$ cat src/rtl/lm_sm_sequencer_pkg.sv
// Shared ISA constants, instruction field positions and the sequencer state
// encoding for the decode-stage LM/SM micro-sequencer.
package lm_sm_sequencer_pkg;

    // Primary opcodes of the 16-bit ISA
    localparam logic [3:0] OP_ADD = 4'b0000;
    localparam logic [3:0] OP_ADI = 4'b0001;
    localparam logic [3:0] OP_NDU = 4'b0010;
    localparam logic [3:0] OP_LHI = 4'b0011;
    localparam logic [3:0] OP_LW  = 4'b0100;
    localparam logic [3:0] OP_SW  = 4'b0101;
    localparam logic [3:0] OP_LM  = 4'b0110;
    localparam logic [3:0] OP_SM  = 4'b0111;
    localparam logic [3:0] OP_BEQ = 4'b1100;
    localparam logic [3:0] OP_JAL = 4'b1000;
    localparam logic [3:0] OP_JLR = 4'b1001;

    // Instruction field positions
    localparam int OPC_HI  = 15;
    localparam int OPC_LO  = 12;
    localparam int RA_HI   = 11;
    localparam int RA_LO   = 9;
    localparam int LIST_HI = 7;
    localparam int LIST_LO = 0;

    // Sequencer states: IDLE passes instructions through, SEQ walks a register list
    typedef enum logic {
        IDLE = 1'b0,
        SEQ  = 1'b1
    } state_t;

endpackage

$ cat src/rtl/lm_sm_sequencer_priority_enc8.sv
// Lowest-set-bit encoder for an 8-bit vector. Also yields the vector with that
// bit cleared and a flag telling whether it was the only bit set.
module priority_enc8 (
    input  logic [7:0] i_vec,
    output logic [2:0] o_idx,
    output logic [7:0] o_clr,
    output logic       o_any,
    output logic       o_single
);

    // Scan from the top down so the lowest set bit is the last one written
    always_comb begin
        o_idx = 3'd0;
        for (int i = 7; i >= 0; i--) begin
            if (i_vec[i]) begin
                o_idx = i[2:0];
            end
        end
    end

    // x & (x-1) drops exactly the lowest set bit
    assign o_clr    = i_vec & (i_vec - 8'd1);
    assign o_any    = |i_vec;
    assign o_single = o_any && (o_clr == 8'd0);

endmodule

$ cat src/rtl/lm_sm_sequencer.sv
// Decode-stage micro-sequencer: passes ordinary instructions through and
// expands LM/SM into one micro-op per set bit of the register list, stalling
// fetch and IF/ID until the final micro-op has been issued.
module lm_sm_sequencer
    import lm_sm_sequencer_pkg::*;
#(
    parameter int         WIDTH    = 16,
    parameter int         NUM_REGS = 8,
    parameter logic [3:0] OP_LM    = lm_sm_sequencer_pkg::OP_LM,
    parameter logic [3:0] OP_SM    = lm_sm_sequencer_pkg::OP_SM
) (
    input  logic             clk,
    input  logic             reset,
    input  logic             inValid,
    input  logic [WIDTH-1:0] inIR,
    input  logic             holdIn,
    input  logic             flush,
    output logic             stallUp,
    output logic             outValid,
    output logic [WIDTH-1:0] outIR,
    output logic             isMulti,
    output logic             memRead,
    output logic             memWrite,
    output logic [2:0]       baseReg,
    output logic [2:0]       regIndex,
    output logic [2:0]       offset,
    output logic             first,
    output logic             last
);

    state_t              r_state;
    state_t              w_state_nxt;
    logic [NUM_REGS-1:0] r_rem_mask;
    logic [NUM_REGS-1:0] w_rem_nxt;
    logic [2:0]          r_off_cnt;
    logic [2:0]          w_off_nxt;

    logic [3:0]          w_opcode;
    logic [2:0]          w_ra;
    logic [NUM_REGS-1:0] w_list;
    logic                w_is_lm;
    logic                w_is_sm;
    logic [NUM_REGS-1:0] w_enc_vec;
    logic [2:0]          w_idx;
    logic [NUM_REGS-1:0] w_clr;
    logic                w_any;
    logic                w_single;

    assign w_opcode = inIR[OPC_HI:OPC_LO];
    assign w_ra     = inIR[RA_HI:RA_LO];
    assign w_list   = inIR[LIST_HI:LIST_LO];
    assign w_is_lm  = (w_opcode == OP_LM);
    assign w_is_sm  = (w_opcode == OP_SM);

    // In IDLE the fresh list is decoded; in SEQ the remaining bits are
    assign w_enc_vec = (r_state == SEQ) ? r_rem_mask : w_list;

    priority_enc8 u_penc (
        .i_vec    (w_enc_vec),
        .o_idx    (w_idx),
        .o_clr    (w_clr),
        .o_any    (w_any),
        .o_single (w_single)
    );

    // Output decode and next-state selection; everything zero while reset is low
    always_comb begin
        stallUp     = 1'b0;
        outValid    = 1'b0;
        outIR       = '0;
        isMulti     = 1'b0;
        memRead     = 1'b0;
        memWrite    = 1'b0;
        baseReg     = 3'd0;
        regIndex    = 3'd0;
        offset      = 3'd0;
        first       = 1'b0;
        last        = 1'b0;
        w_state_nxt = r_state;
        w_rem_nxt   = r_rem_mask;
        w_off_nxt   = r_off_cnt;

        if (reset) begin
            outIR = inIR;
            if (r_state == IDLE) begin
                if (inValid && (w_is_lm || w_is_sm)) begin
                    // An empty list issues nothing (behaves as a NOP)
                    if (w_any) begin
                        outValid = 1'b1;
                        isMulti  = 1'b1;
                        memRead  = w_is_lm;
                        memWrite = w_is_sm;
                        baseReg  = w_ra;
                        regIndex = w_idx;
                        first    = 1'b1;
                        last     = w_single;
                        stallUp  = ~w_single;
                        if (!w_single) begin
                            w_state_nxt = SEQ;
                            w_rem_nxt   = w_clr;
                            w_off_nxt   = 3'd1;
                        end
                    end
                end else begin
                    outValid = inValid;
                end
            end else begin
                // IF/ID is frozen, so inIR still carries the LM/SM being expanded
                outValid = 1'b1;
                isMulti  = 1'b1;
                memRead  = w_is_lm;
                memWrite = w_is_sm;
                baseReg  = w_ra;
                regIndex = w_idx;
                offset   = r_off_cnt;
                last     = w_single;
                stallUp  = ~w_single;
                if (w_single) begin
                    w_state_nxt = IDLE;
                    w_rem_nxt   = '0;
                    w_off_nxt   = 3'd0;
                end else begin
                    w_rem_nxt = w_clr;
                    w_off_nxt = r_off_cnt + 3'd1;
                end
            end

            if (holdIn) begin
                stallUp     = 1'b1;
                w_state_nxt = r_state;
                w_rem_nxt   = r_rem_mask;
                w_off_nxt   = r_off_cnt;
            end

            // A squash overrides a downstream hold
            if (flush) begin
                outValid    = 1'b0;
                stallUp     = 1'b0;
                w_state_nxt = IDLE;
                w_rem_nxt   = '0;
                w_off_nxt   = 3'd0;
            end
        end
    end

    // Sequencer state registers
    always_ff @(posedge clk or negedge reset) begin
        if (!reset) begin
            r_state    <= IDLE;
            r_rem_mask <= '0;
            r_off_cnt  <= 3'd0;
        end else begin
            r_state    <= w_state_nxt;
            r_rem_mask <= w_rem_nxt;
            r_off_cnt  <= w_off_nxt;
        end
    end

endmodule

$ cat config.mk
export PLATFORM = sky130hd
export DESIGN_NAME = lm_sm_sequencer
export DESIGN_NICKNAME = d
export VERILOG_FILES = /design/src/rtl/lm_sm_sequencer_pkg.sv /design/src/rtl/lm_sm_sequencer_priority_enc8.sv /design/src/rtl/lm_sm_sequencer.sv
export SDC_FILE = /design/constraint.sdc
export NUM_CORES = 1
export LEC_CHECK = 0
export CAP_MARGIN = 20
export CORE_MARGIN = 5
export CORE_UTILIZATION = 38
export DETAILED_ROUTE_END_ITERATION = 6
export PLACE_DENSITY = 0.88
export SKIP_LAST_GASP = 1
export SYNTH_ARGS = -nofsm -noshare
export SYNTH_HDL_FRONTEND = slang
export SYNTH_SLANG_ARGS = --single-unit
$ cat constraint.sdc
create_clock -name clk -period 2.7 [get_ports clk]
set_clock_uncertainty 0.2 [all_clocks]
set_input_delay 0.675 -clock clk [delete_from_list [all_inputs] [get_ports clk]]
set_output_delay 0.675 -clock clk [all_outputs]
set_load 0.005 [all_outputs]
# Yosys cells after proc, flatten, opt, wreduce, memory -nomap -nowiden
# Index checks and enable logic that the tools add are counted.
# classes
n_mux,68
reduce_logical,9
n_eq_ne,4
bitwise,2
addsub,2
# op_table
operator,count
$mux W3,25
$mux W8,8
$mux W1,34
$mux W16,1
$and A8 B8 Y8,1
$eq A4 B3 Y1 const B,2
$logic_not A8 Y1,1
$reduce_or A8 Y1,1
$sub A8 B1 Y8 const B,1
$reduce_bool A3 Y1,2
$reduce_and A5 Y1,1
$add A3 B1 Y3 const B,1
$ne A3 B3 Y1 const B,1
$logic_and A1 B1 Y1,2
$ne A2 B1 Y1 const B,1
$reduce_and A2 Y1,1
$logic_or A1 B1 Y1,1
$not A1 Y1,1
# totals
reg_bits,12
out_inout_bits,32
inputBits,21

# Longest topological paths before layout
# depth
word_depth,13
ltp_mapped,9
depth_no_buf,7

# Modules after synthesis
# Synthesis repeated with hierarchy kept, for this count alone.
# unflattened
hier_cells,136
area_unflattened_um2,1173.6
# modules_own_cells
module,cells_each,area_per_inst_um2,instances
lm_sm_sequencer,98,953.4,1
priority_enc8,38,220.2,1

# Least setup slack after synthesis
# Ideal clock, no wire load.
# synth_timing
kind,input-to-output
startpoint,input inIR[2]
endpoint,output baseReg[0]
path_stages,7
slack_ns,-0.148
arrival_time_ns,1.973
cell_sequence,nor3_2 o221ai_2 nor3_4 nor2_1 o21ai_1 inv_2 and2_1
# synth_between
elab_chain_cells,6
# synth_lines
item,line_no,source
"start, declared",lm_sm_sequencer.sv:15,"input logic [WIDTH-1:0] inIR,"
$mux W8,lm_sm_sequencer.sv:56,assign w_enc_vec = (r_state == SEQ) ? r_rem_mask : w_list;
$reduce_or A8 Y1,lm_sm_sequencer_priority_enc8.sv:23,assign o_any = |i_vec;
$mux W3,lm_sm_sequencer.sv:88,if (w_any) begin
$mux W3,lm_sm_sequencer.sv:86,if (inValid && (w_is_lm || w_is_sm)) begin
$mux W3,lm_sm_sequencer.sv:85,if (r_state == IDLE) begin
$mux W3,lm_sm_sequencer.sv:83,if (reset) begin
"end, declared",lm_sm_sequencer.sv:24,"output logic [2:0] baseReg,"
# No other way between the ends.

# Worst setup path after layout
# layout_timing
startpoint,input inIR[7]
endpoint,output baseReg[2]
# Same word-level chain as after synthesis.

==> results.json <==
{
  "slowest_stage": "dlygate4sd2_1",
  "cts_root_buf": "clkbuf_4",
  "synthCells": 140,
  "start_util": 0.390,
  "ys_ff_latch": 11,
  "die_w_um": 65.8,
  "htreeDepth": 1,
  "start_kind": "input port",
  "critPathMostFrequentCell": "buf_6",
  "synth_edf_count": 0,
  "violations": "setup timing",
  "grt_max_degree": 12,
  "p_sw_frac": 0.376,
  "clockBufferDepth": 2,
  "synth-main-ff-cell": "dfrtp_1",
  "cts_tree": "yes",
  "routed_via_density": 5.34,
  "synth_area_um2": 1180,
  "avgRoutedWirePerCell_um": 17.6,
  "critPathCaptureType": "primary output",
  "fp.dieArea_um2": 4320,
  "postCtsHoldBufs": 0,
  "path_clk_slew_ps": 90,
  "syn_avg_cell_area_um2": 8.44,
  "post-route-period-util": 1.14,
  "numCtsBuffers": 3,
  "gp_congestion": 0.855,
  "yosysTopAreaCellShare": 0.233,
  "nets": 279,
  "crit_arrival_ps": 2200,
  "dr.pass1.iters": 4,
  "worst_pin_slew_ps": 367,
  "startpoint": "inIR[7]",
  "internal-power_uw": 487,
  "power_frac_seq": 0.277,
  "worstHoldPathType": "in2async",
  "fmaxAchievable_ghz": 0.325,
  "antenna_found_initial": 0,
  "power_leakage_uw": 0.00117,
  "rsz0062_at_grt": "yes",
  "hold_viol": 0,
  "async_reset_ff_frac": 1.00,
  "clkPwrFrac": 0.166,
  "coreArea_um2": 3030,
  "io_pins": 53,
  "min_period_ps": 3080,
  "drive_above_1_share": 0.574,
  "synthTopCellsByArea": "dfrtp_1 23%, mux2_4 10%, and2_1 10%, nor2_1 5.1%, mux2i_1 4.2%",
  "area_delta_synth_final_pct": 112,
  "place_hpwl_um": 3190,
  "route.detailed.drc": 0,
  "grt_overflow": 0,
  "ir_drop_mv": 0.264,
  "cp.required_ps": 1820,
  "ys_seq_area_frac": 0.233,
  "vias": 1603,
  "clock-sinks": 11,
  "grt_pass1_wl_um": 8090,
  "die_h_um": 65.8,
  "worstReg2RegStart": "r_state$_DFFE_PN0P_",
  "track_usage": 0.244,
  "cpPeakStageDelay_ps": 270,
  "synth_area_leader_cell": "dfrtp_1",
  "synth_fp_nets": 162,
  "num_antenna_cells": 0,
  "timing.final.ws_setup_ps": -378,
  "yosysUniqueCellTypes": 41,
  "criticalPathCategory": "in2out",
  "slew_headroom": 0.754,
  "p_per_area_nw_per_um2": 311,
  "crit_chain": "dlygate4sd2_1, nor3_2, a21oi_4, nor3_4, nor2_2, o21ai_2, buf_6, inv_4, and2_4, buf_6",
  "finalPower_uw": 781,
  "slew_viol_final": 0,
  "port_buffers": 52,
  "path_max_fanout": 4,
  "cap_violations": 0,
  "ys_warn_count": 0,
  "setup_viol": 19,
  "drtAntennaViolNets": 0,
  "insertion_delay_ps": 290,
  "pwr-share-comb": 0.557,
  "p_sw_uw": 293,
  "place_ws_ps": -973,
  "first_global_vias": 1694,
  "drt_iter0_drc": 83,
  "row_count": 20,
  "wirelength_um": 5270,
  "status": "finished, violations left"
}
[registers in the layout, indices dropped and copies added, names as in the netlist]
register	cells
r_state	1
r_off_cnt	3
r_rem_mask	7
[critical path, delay by kind of cell]
family | cells | cell delay (ps)
buffers and inverters | 4 | 570
AO/OA/AOI/OAI | 2 | 250
AND/OR/NAND/NOR | 4 | 700
[worst paths after layout]
kind / endpoint / slack (ps) / cells past startpoint
setup / recovery: baseReg[2] / -380 / 10
hold / removal: r_off_cnt[1]$_DFFE_PN0P_ / 180 / 2
setup reg to reg: r_rem_mask[5]$_DFFE_PN0P_ / -130 / 11
hold reg to reg: r_off_cnt[1]$_DFFE_PN0P_ / 360 / 2
max in group asynchronous: r_rem_mask[6]$_DFFE_PN0P_ / 1890 / 3
min in group clk: r_off_cnt[1]$_DFFE_PN0P_ / 360 / 2
[timing repair]
item | in CTS | in global routing
pin swaps | 23 | 16
gates resized for setup | 133 | 26
setup endpoints to repair | 39 | 27
buffers inserted | 19 | 7
[per-stage QoR]
step                hold slack (ps)  instance area [um2]  cells  TNS (ps)   util
floorplan                       179                 1220    140     -57.3      -
detailed placement              329                 2120    275    -21960  0.699
CTS                             184                 2380    296     -3000  0.786
global placement                312                 2120    275    -21370  0.699
global route                    182                 2510    300     -6290  0.829
finish                          182                 2510    300     -4560  0.829
[routing by layer]
| layer | global-route usage | vias up | wire length (um) |
|---|---|---|---|
| met5 | 0 | - | 0 |
| met2 | 0.437 | 85 | 2630 |
| met4 | 0.106 | 0 | 127 |
| li1 | - | 737 | - |
| met1 | 0.271 | 766 | 2030 |
| met3 | 0.0581 | 15 | 479 |
[area by class of cell]
cell class / instances / area [um2]
multi-input combinational: 113 / 1070
sequential: 11 / 275
tap: 44 / 55.1
timing repair buffer: 119 / 1040
fill: 167 / 519
clock buffer: 4 / 26.3
inverter: 9 / 38.8
[logic make-up (layout without fill, tap and decap cells)]
kind of cell	after synthesis	in the layout	synth area share
and+or+nand+nor	64	64	0.312
AOI/OAI and AO/OA	30	30	0.186
muxes	17	17	0.184
buffers and inverters	16	132	0.0646
DFF	11	11	0.233
adders and majority gates	2	2	0.0191
[power groups by stage]
stage	Clock [uW]	Sequential, uW	Combinational [uW]
6_report	129	216	435
5_1_grt	137	218	462
4_1_cts	125	212	388
3_5_place_dp	0	211	339
3_3_place_gp	0	208	328
2_1_floorplan	0	206	161
[placed cells by master (no fill, tap or decap), types with 2 or more instances in the layout]
master	synthesis	layout
and2_1	19	15
nand2_2	0	2
a21oi_2	0	3
clkdlybuf4s50_1	0	25
clkbuf_4	0	4
and2_4	0	4
nand2_1	8	5
buf_2	1	12
mux2i_4	0	3
nor2_1	16	14
mux2_2	1	2
clkdlybuf4s15_2	0	3
and3_1	3	3
buf_6	2	24
a211oi_1	3	3
a21oi_4	1	3
buf_4	0	46
o21ai_0	6	4
a21oi_1	8	3
nor3_2	2	4
inv_4	0	2
mux2i_1	5	2
nor3_1	7	2
mux2_4	8	8
dfrtp_1	11	11
inv_1	8	6
nor3_4	1	4
nor3b_2	1	2
clkbuf_2	0	2
clkdlybuf4s15_1	0	2
dlygate4sd2_1	0	3
o21ai_2	0	3
[synth_stat cells, drive strengths merged (2+ instances only)]
library cell / n
nor3: 10
clkbuf: 4
and3: 3
a211oi: 3
and2: 19
dfrtp: 11
inv: 9
a21oi: 9
nor2: 16
mux2i: 6
nand2: 8
nor3b: 3
mux2: 11
o2bb2ai: 2
o21ai: 8
buf: 3
Power figures use the tool's default switching activity.
